File: src/rtl/rf_dump_reader_pkg.sv
// Shared definitions for the register-file dump reader: default widths and
// the FSM state encoding.
package rf_dump_reader_pkg;

  localparam int ADDR_W_DEF = 5;
  localparam int DATA_W_DEF = 32;

  typedef enum logic [1:0] {
    ST_IDLE = 2'd0,
    ST_READ = 2'd1,
    ST_HOLD = 2'd2,
    ST_DONE = 2'd3
  } state_e;

endpackage : rf_dump_reader_pkg

File: src/rtl/rf_dump_reader.sv
// Walks an inclusive, wrapping address range on one register-file read port
// and presents each (address, data) word on a valid/ready output stream.
module rf_dump_reader
  import rf_dump_reader_pkg::*;
#(
  parameter int ADDR_W = ADDR_W_DEF,
  parameter int DATA_W = DATA_W_DEF
) (
  input  logic              clk,
  input  logic              rst,
  input  logic              start,
  input  logic [ADDR_W-1:0] ra_lo,
  input  logic [ADDR_W-1:0] ra_hi,
  output logic [ADDR_W-1:0] rf_ra,
  input  logic [DATA_W-1:0] rf_rd,
  output logic              out_valid,
  input  logic              out_ready,
  output logic [ADDR_W-1:0] out_addr,
  output logic [DATA_W-1:0] out_data,
  output logic              busy,
  output logic              done
);

  state_e state_q, state_d;

  logic [ADDR_W-1:0] cur_q;
  logic [ADDR_W-1:0] hi_q;
  logic [ADDR_W-1:0] out_addr_q;
  logic [DATA_W-1:0] out_data_q;

  logic handshake;
  logic last_word;

  // Outputs are decoded from registered state only, so an asynchronous
  // reset clears them immediately without waiting for a clock edge.
  assign out_valid = (state_q == ST_HOLD);
  assign busy      = (state_q != ST_IDLE);
  assign done      = (state_q == ST_DONE);
  assign rf_ra     = cur_q;
  assign out_addr  = out_addr_q;
  assign out_data  = out_data_q;

  assign handshake = out_valid & out_ready;
  assign last_word = (cur_q == hi_q);

  // NOTE: state and datapath registers use non-blocking assignments so every
  // flop samples the pre-edge values of its neighbours.
  always_ff @(posedge clk or posedge rst) begin
    if (rst) begin
      state_q <= ST_IDLE;
    end else begin
      state_q <= state_d;
    end
  end

  // NOTE: state_d is assigned a default before the case so no path through
  // this block leaves it unassigned and infers a latch.
  always_comb begin
    state_d = state_q;
    unique case (state_q)
      ST_IDLE: if (start) state_d = ST_READ;
      ST_READ: state_d = ST_HOLD;
      ST_HOLD: begin
        if (handshake) begin
          state_d = last_word ? ST_DONE : ST_READ;
        end
      end
      ST_DONE: state_d = ST_IDLE;
      default: state_d = ST_IDLE;
    endcase
  end

  // Range bounds are captured once at acceptance; later ra_lo/ra_hi activity
  // and start pulses while busy cannot disturb a dump in progress.
  always_ff @(posedge clk or posedge rst) begin
    if (rst) begin
      cur_q      <= '0;
      hi_q       <= '0;
      out_addr_q <= '0;
      out_data_q <= '0;
    end else begin
      unique case (state_q)
        ST_IDLE: begin
          if (start) begin
            cur_q <= ra_lo;
            hi_q  <= ra_hi;
          end
        end
        ST_READ: begin
          // The only capture point for data: later writes to the register
          // file cannot alter a word already on the output.
          out_addr_q <= cur_q;
          out_data_q <= rf_rd;
        end
        ST_HOLD: begin
          if (handshake && !last_word) begin
            cur_q <= cur_q + ADDR_W'(1);
          end
        end
        ST_DONE: begin
        end
        default: begin
        end
      endcase
    end
  end

endmodule : rf_dump_reader
File: config.mk
export PLATFORM = sky130hd
export DESIGN_NAME = rf_dump_reader
export DESIGN_NICKNAME = d
export VERILOG_FILES = /design/src/rtl/rf_dump_reader_pkg.sv /design/src/rtl/rf_dump_reader.sv
export SDC_FILE = /design/constraint.sdc
export NUM_CORES = 1
export LEC_CHECK = 0
export CORE_MARGIN = 3
export CORE_UTILIZATION = 41
export CTS_CLUSTER_DIAMETER = 200
export CTS_CLUSTER_SIZE = 20
export DETAILED_ROUTE_END_ITERATION = 7
export HOLD_SLACK_MARGIN = 0.12
export PLACE_DENSITY_LB_ADDON = 0.08
export SLEW_MARGIN = 10
export SYNTH_ARGS = -nofsm -noshare
export SYNTH_HDL_FRONTEND = slang
export SYNTH_SLANG_ARGS = --single-unit
File: constraint.sdc
create_clock -name clk -period 2 [get_ports clk]
set_input_delay 0.4 -clock clk [delete_from_list [all_inputs] [get_ports clk]]
set_output_delay 0.4 -clock clk [all_outputs]
set_load 0.02 [all_outputs]
==> run_results.csv, run 1 <==
group,metric,value,unit
outcome,status,"complete, no violations",
global_route,first_global_vias,1643,
logic_synthesis,muxShareOfSynthArea,23.23,%
die,die_width,76.66,um
sta,grt_setup_unrepaired,"false",
global_route,grt_use_total,17.01,%
sta,drv_slew,0,
global_route,grt_start_max_net_pins,50,
final_layout,antennaDiodeCount,0,
setup_path,path_buf_inv,1,
setup_path,critPathArrivalTime,1.45,ns
die,chipHeight,76.66,um
sta,fmax,539.5,MHz
drt,detail_route.wl_per_cell,14.60,um
logic_synthesis,synth_xor_area_share,2.139,%
logic_synthesis,synth_fa_ha_area_share,0.6112,%
logic_synthesis,yosysUniqueCellTypes,27,
clock_tree,numCtsBuffers,5,
sta,fin_crit_sh,92.67,%
sta,period_needed,1.853,ns
final_layout,utilization,65.75,%
logic_synthesis,synth.most_common_cell,"dfrtp_1",
logic_synthesis,synth_top_family_by_area,"multiplexers",
setup_path,cp.required,1.60,ns
clock_tree,clkSlewWorstSetupHoldPaths,0.09,ns
drt,routed_wl,4.541,mm
clock_tree,cts_tree,"done",
logic_synthesis,ys_warn_count,0,
logic_synthesis,ys_ff_latch,49,
logic_synthesis,syn-cell-area,2047,sq um
placement,portBuffers,90,
setup_path,critPathKind,"register to output port",
sta,relSlewSlack,81.20,%
drt,ant_nets,0,
sta,finalHoldViolCount,0,
clock_tree,clock_sinks,49,
final_layout,final_layout_size_suffix_gt1_share,24.59,%
die,start_util,42.77,%
clock_tree,ctsLongestPathBuffers,2,
worst_hold_path,hold_class,"input port to asynchronous set/reset pin",
sta,worstMarginPinSlew,0.2820,ns
clock_tree,cts_setup_buffers,0,
logic_synthesis,synthCells,147,
flow_run,max-cap-violations,0,
drt,post-route-drc-count,0,
setup_path,path_depth,2,
final_layout,nNetsFinal,290,
setup_path,end_kind,"output port",
logic_synthesis,synth-simple-area-share,5.807,%
setup_path,critical-path-max-stage-delay,0.59,ns
setup_path,crit_slowest_cell,"clkdlybuf4s50_1",
setup_path,start_kind,"register",
logic_synthesis,ys_async_sr_fraction,100.0,%
logic_synthesis,synth_seq_area_share,59.90,%
global_route,grt_pass1_wl,8.031,mm
sta,fin_setup_tns,0,ns
die,boundaryPins,91,
drt,drtIter0Drc,92,
sta,finClkSkew,0.006849,ns
clock_tree,cts_root_buffer,"clkbuf_8",
logic_synthesis,syn_avg_cell_area,13.92,sq um
logic_synthesis,synth_top_cell_area_share,59.90,%
placement,routabilityCongestion,0.7517,
logic_synthesis,yosysTopAreaCell,"dfrtp_1",
logic_synthesis,syn_nets,194,
setup_path,critical-path-top-delay-family,"buffers and inverters",
logic_synthesis,synth_edf_count,0,
clock_tree,clk_latency,0.29,ns
placement,hpwl,3.523,mm
logic_synthesis,synth_ff_type,"dfrtp_1",
drt,via_per_inst,4.830,
clock_tree,cts-htree-levels,2,
setup_path,worst-path-max-fanout,5,
die,rows,25,
logic_synthesis,synth_compound_area_share,5.990,%
global_route,overflow,0,
die,core_area,4786,sq um
global_route,grt_antenna_before_repair,0,
sta,setup_viol,0,
power,ir_worst_vdd,0.7607,mV
power,p_leak,1.313,nW
logic_synthesis,synthTopCellsByArea,"dfrtp_1 (60%), mux2_2 (20%), xnor2_1 (2.1%), nand2_1 (1.7%), mux2_1 (1.7%)",
power,total_power,5.240,mW
final_layout,area_growth,53.73,%
die,die-area,5877,sq um
power,powerDensity,1665,nW/um^2
setup_path,path_cells,"and2_1, clkdlybuf4s50_1",
logic_synthesis,synthTopCellsByCount,"dfrtp_1 (49), mux2_2 (37), nand2_1 (9)",
drt,num_vias,1502,
sta,hold-worst-slack,0.4433,ns
drt,first_pass_iters,4,
setup_path,reg2regPathDepth,5,
-- metrics by stage --
step | setup WS (ns) | cells | area (sq um)
2_1_floorplan | 0.4272 | 147 | 2047
3_3_place_gp | 0.3341 | 303 | 3055
3_5_place_dp | 0.2801 | 303 | 3055
4_1_cts | 0.02350 | 311 | 3144
5_1_grt | 0.06781 | 311 | 3147
6_report | 0.1466 | 311 | 3147
-- worst paths after layout --
path,slack (ns),endpoint,startpoint
min in group clk,0.49,out_addr[4],out_addr[4]
max in group asynchronous,1.33,out_data[25],rst
max reg2reg,0.33,rf_ra[1],state_q[0]
max,0.15,done,state_q[0]
min reg2reg,0.49,out_addr[4],out_addr[4]
min,0.44,rf_ra[1],rst
-- placed cells by master (no fill, tap or decap), types with 2 or more instances in the layout --
cell type        instances
o21ai_0                  3
clkdlybuf4s50_1         88
dfrtp_1                 49
a22oi_1                  3
inv_1                    4
nand3_1                  3
nand2_1                  9
o22ai_1                  2
clkbuf_8                 5
mux2_1                   3
buf_4                    4
nor2_2                   2
nor2_1                   2
mux2_2                  37
xnor2_1                  5
o211ai_1                 4
nand2b_1                 2
-- layout make-up --
type,count,area [sq um]
clock buffer,5,68.82
clock inverter,3,21.27
fill,371,1639
inverter,5,18.77
multi-input combinational,87,775.7
sequential,49,1226
tap,67,83.83
timing repair buffer,95,952.2
-- per-layer routing --
metal	part of all wire, %	vias to the layer above	track usage, %
li1	-	702	-
met1	38	738	19.08
met2	54	60	30.40
met3	7.3	2	5.869
met4	0.64	0	4.891
met5	0	-	0
-- power by group --
group	total, mW	internal, mW	switching, mW
Combinational	2.84	1.53	1.31
Sequential	1.83	1.50	0.332
Clock	0.573	0.248	0.325
-- cells by family (layout without fill, tap and decap cells) --
kind of cell | after synthesis | count (layout)
multiplexers | 42 | 42
flip-flops | 49 | 49
adder cells (fa/ha/maj) | 1 | 1
buffers and inverters | 11 | 108
XOR/XNOR | 5 | 5
AO/OA/AOI/OAI | 16 | 16
AND/OR/NAND/NOR | 23 | 23
-- flip-flops by register name (all words and copies together) (netlist names) --
register / count
out_data: 32
hi_q: 5
rf_ra: 5
state_q: 2
out_addr: 5
-- timing repair --
item / CTS / global route
hold buffers: 0 / 0
setup endpoints to repair: 1 / 1
gates resized for setup: 1 / 1
pin swaps: 0 / 0
endpoints found under the hold margin: 0 / 0
-- tightest hold or removal path, delay by kind of cell --
kind	cells	cell delay (ns)
buffers and inverters	3	0.73
(Power assumes the default switching activity.)
==> run 2: changes to the inputs <==
CTS_CLUSTER_SIZE = 14   (was 20)
SETUP_SLACK_MARGIN = 0.4   (was unset)
==> run 2 against run 1 <==
Net effect: clock-buffer cell count unchanged; global-route usage grew 0.27 points; register-to-register slack better by 0.08 ns; maximum frequency rose by 16%; sequential power hardly changed; critical path type is now register to register; critical endpoint is now rf_ra[1].
==> run_results.csv, run 2 (same netlist as run 1, synthesis figures left out) <==
group,metric,value,unit
drt,drtIter0Drc,78,
global_route,grt_antenna_before_repair,0,
drt,met3_wirelength,356,um
final_layout,final_layout_size_suffix_gt1_share,28.80,%
setup_path,critPathKind,"register to register",
placement,portBuffers,90,
worst_hold_path,hold_class,"input port to asynchronous set/reset pin",
setup_path,critPathArrivalTime,1.78,ns
sta,grt_setup_unrepaired,"true",
global_route,overflow,0,
final_layout,largest_reg_flops,32,
sta,drv_slew,0,
clock_tree,clk_latency,0.29,ns
sta,period_needed,1.595,ns
global_route,grt_start_max_net_pins,50,
setup_path,start_kind,"register",
drt,detail_route.wl_per_cell,14.72,um
drt,routed_wl,4.665,mm
sta,fin_setup_tns,0,ns
clock_tree,cts-htree-levels,2,
sta,finClkSkew,0.005302,ns
placement,routabilityCongestion,0.7517,
drt,first_pass_iters,4,
sta,fin_crit_sh,79.73,%
setup_path,cp.required,2.19,ns
die,die_width,76.66,um
die,start_util,42.77,%
final_layout,layout_common_cells,"dfrtp_1 (47), clkdlybuf4s50_1 (45), dlygate4sd2_1 (42), mux2_2 (37)",
final_layout,antennaDiodeCount,0,
sta,worstMarginPinSlew,0.3325,ns
power,p_leak,1.386,nW
drt,wl_met2,2.494,mm
final_layout,nNetsFinal,296,
setup_path,end_kind,"register",
final_layout,area_growth,53.97,%
die,rows,25,
final_layout,layout_commonest_cell,"dfrtp_1",
placement,hpwl,3.523,mm
global_route,grt_use_total,17.28,%
die,die-area,5877,sq um
clock_tree,cts_root_buffer,"clkbuf_8",
sta,finalHoldViolCount,0,
power,powerDensity,1601,nW/um^2
drt,wl_met1,1.724,mm
outcome,status,"complete, no violations",
flow_run,max-cap-violations,0,
die,core_area,4786,sq um
die,chipHeight,76.66,um
clock_tree,clkSlewWorstSetupHoldPaths,0.09,ns
clock_tree,numCtsBuffers,5,
drt,via_per_inst,4.871,
drt,post-route-drc-count,0,
die,boundaryPins,91,
drt,routed.top_layer,"met4",
drt,num_vias,1544,
global_route,first_global_vias,1707,
sta,hold-worst-slack,0.4443,ns
drt,ant_nets,0,
sta,relSlewSlack,77.67,%
clock_tree,ctsLongestPathBuffers,2,
power,ir_worst_vdd,0.6707,mV
sta,fmax,627.1,MHz
clock_tree,cts_tree,"done",
setup_path,worst-path-max-fanout,5,
sta,setup_viol,0,
global_route,grt_pass1_wl,8.162,mm
clock_tree,clock_sinks,49,
power,total_power,5.047,mW
-- run 2: worst max-delay path: stages, from the launching register on --
cell,delay (ns)
dfrtp_1,0.41
buf_6,0.13
and2b_2,0.22
buf_8,0.12
nand3_4,0.08
o21a_4,0.24
mux2_4,0.29
-- run 2: timing repair --
action | CTS | global route
endpoints found under the setup margin | 46 | 8
hold buffers | 0 | 0
pin swaps | 1 | 1
setup buffers | 4 | 2
gates resized for setup | 53 | 7
-- run 2: routing by layer --
layer	track usage, %	up-vias
met4	6.159	0
li1	-	711
met5	0	-
met3	6.573	13
met1	18.91	757
met2	30.40	63
-- run 2: path summary, 6_finish.rpt --
kind / start / end / slack, ns / cells after the start
worst min-delay path: rst / out_data[7] / 0.44 / 3
min in group clk: out_addr[3] / out_addr[3] / 0.49 / 2
worst max-delay path: state_q[0] / rf_ra[1] / 0.41 / 6
worst min register to register: out_addr[3] / out_addr[3] / 0.49 / 2
worst max register to register: state_q[0] / rf_ra[1] / 0.41 / 6
max in group asynchronous: rst / out_data[26] / 1.34 / 3
-- run 2: power breakdown --
| part | internal [mW] | switching, mW | leakage [nW] | total (mW) |
|---|---|---|---|---|
| sequential | 1.50 | 0.309 | 0.569 | 1.81 |
| combinational | 1.29 | 1.38 | 0.773 | 2.66 |
| clock | 0.248 | 0.325 | 0.0445 | 0.573 |
-- run 2: cell type report --
type	instances	area (sq um)
fillers	384	1634
well taps	67	83.83
multi-input cells	87	788.3
flip-flops and latches	49	1229
clock inverters	3	21.27
repair buffers	101	942.2
inverters	5	18.77
clock buffers	5	68.82
-- run 2: through the flow --
step	setup slack (ns)	std cells	instance area [sq um]	utilization, %
global route	0.3271	317	3152	65.86
finish	0.4054	317	3152	65.86
detailed placement	0.2801	303	3055	63.84
CTS	0.2460	315	3137	65.54
global placement	0.3341	303	3055	63.84
floorplan	0.4272	147	2047	-
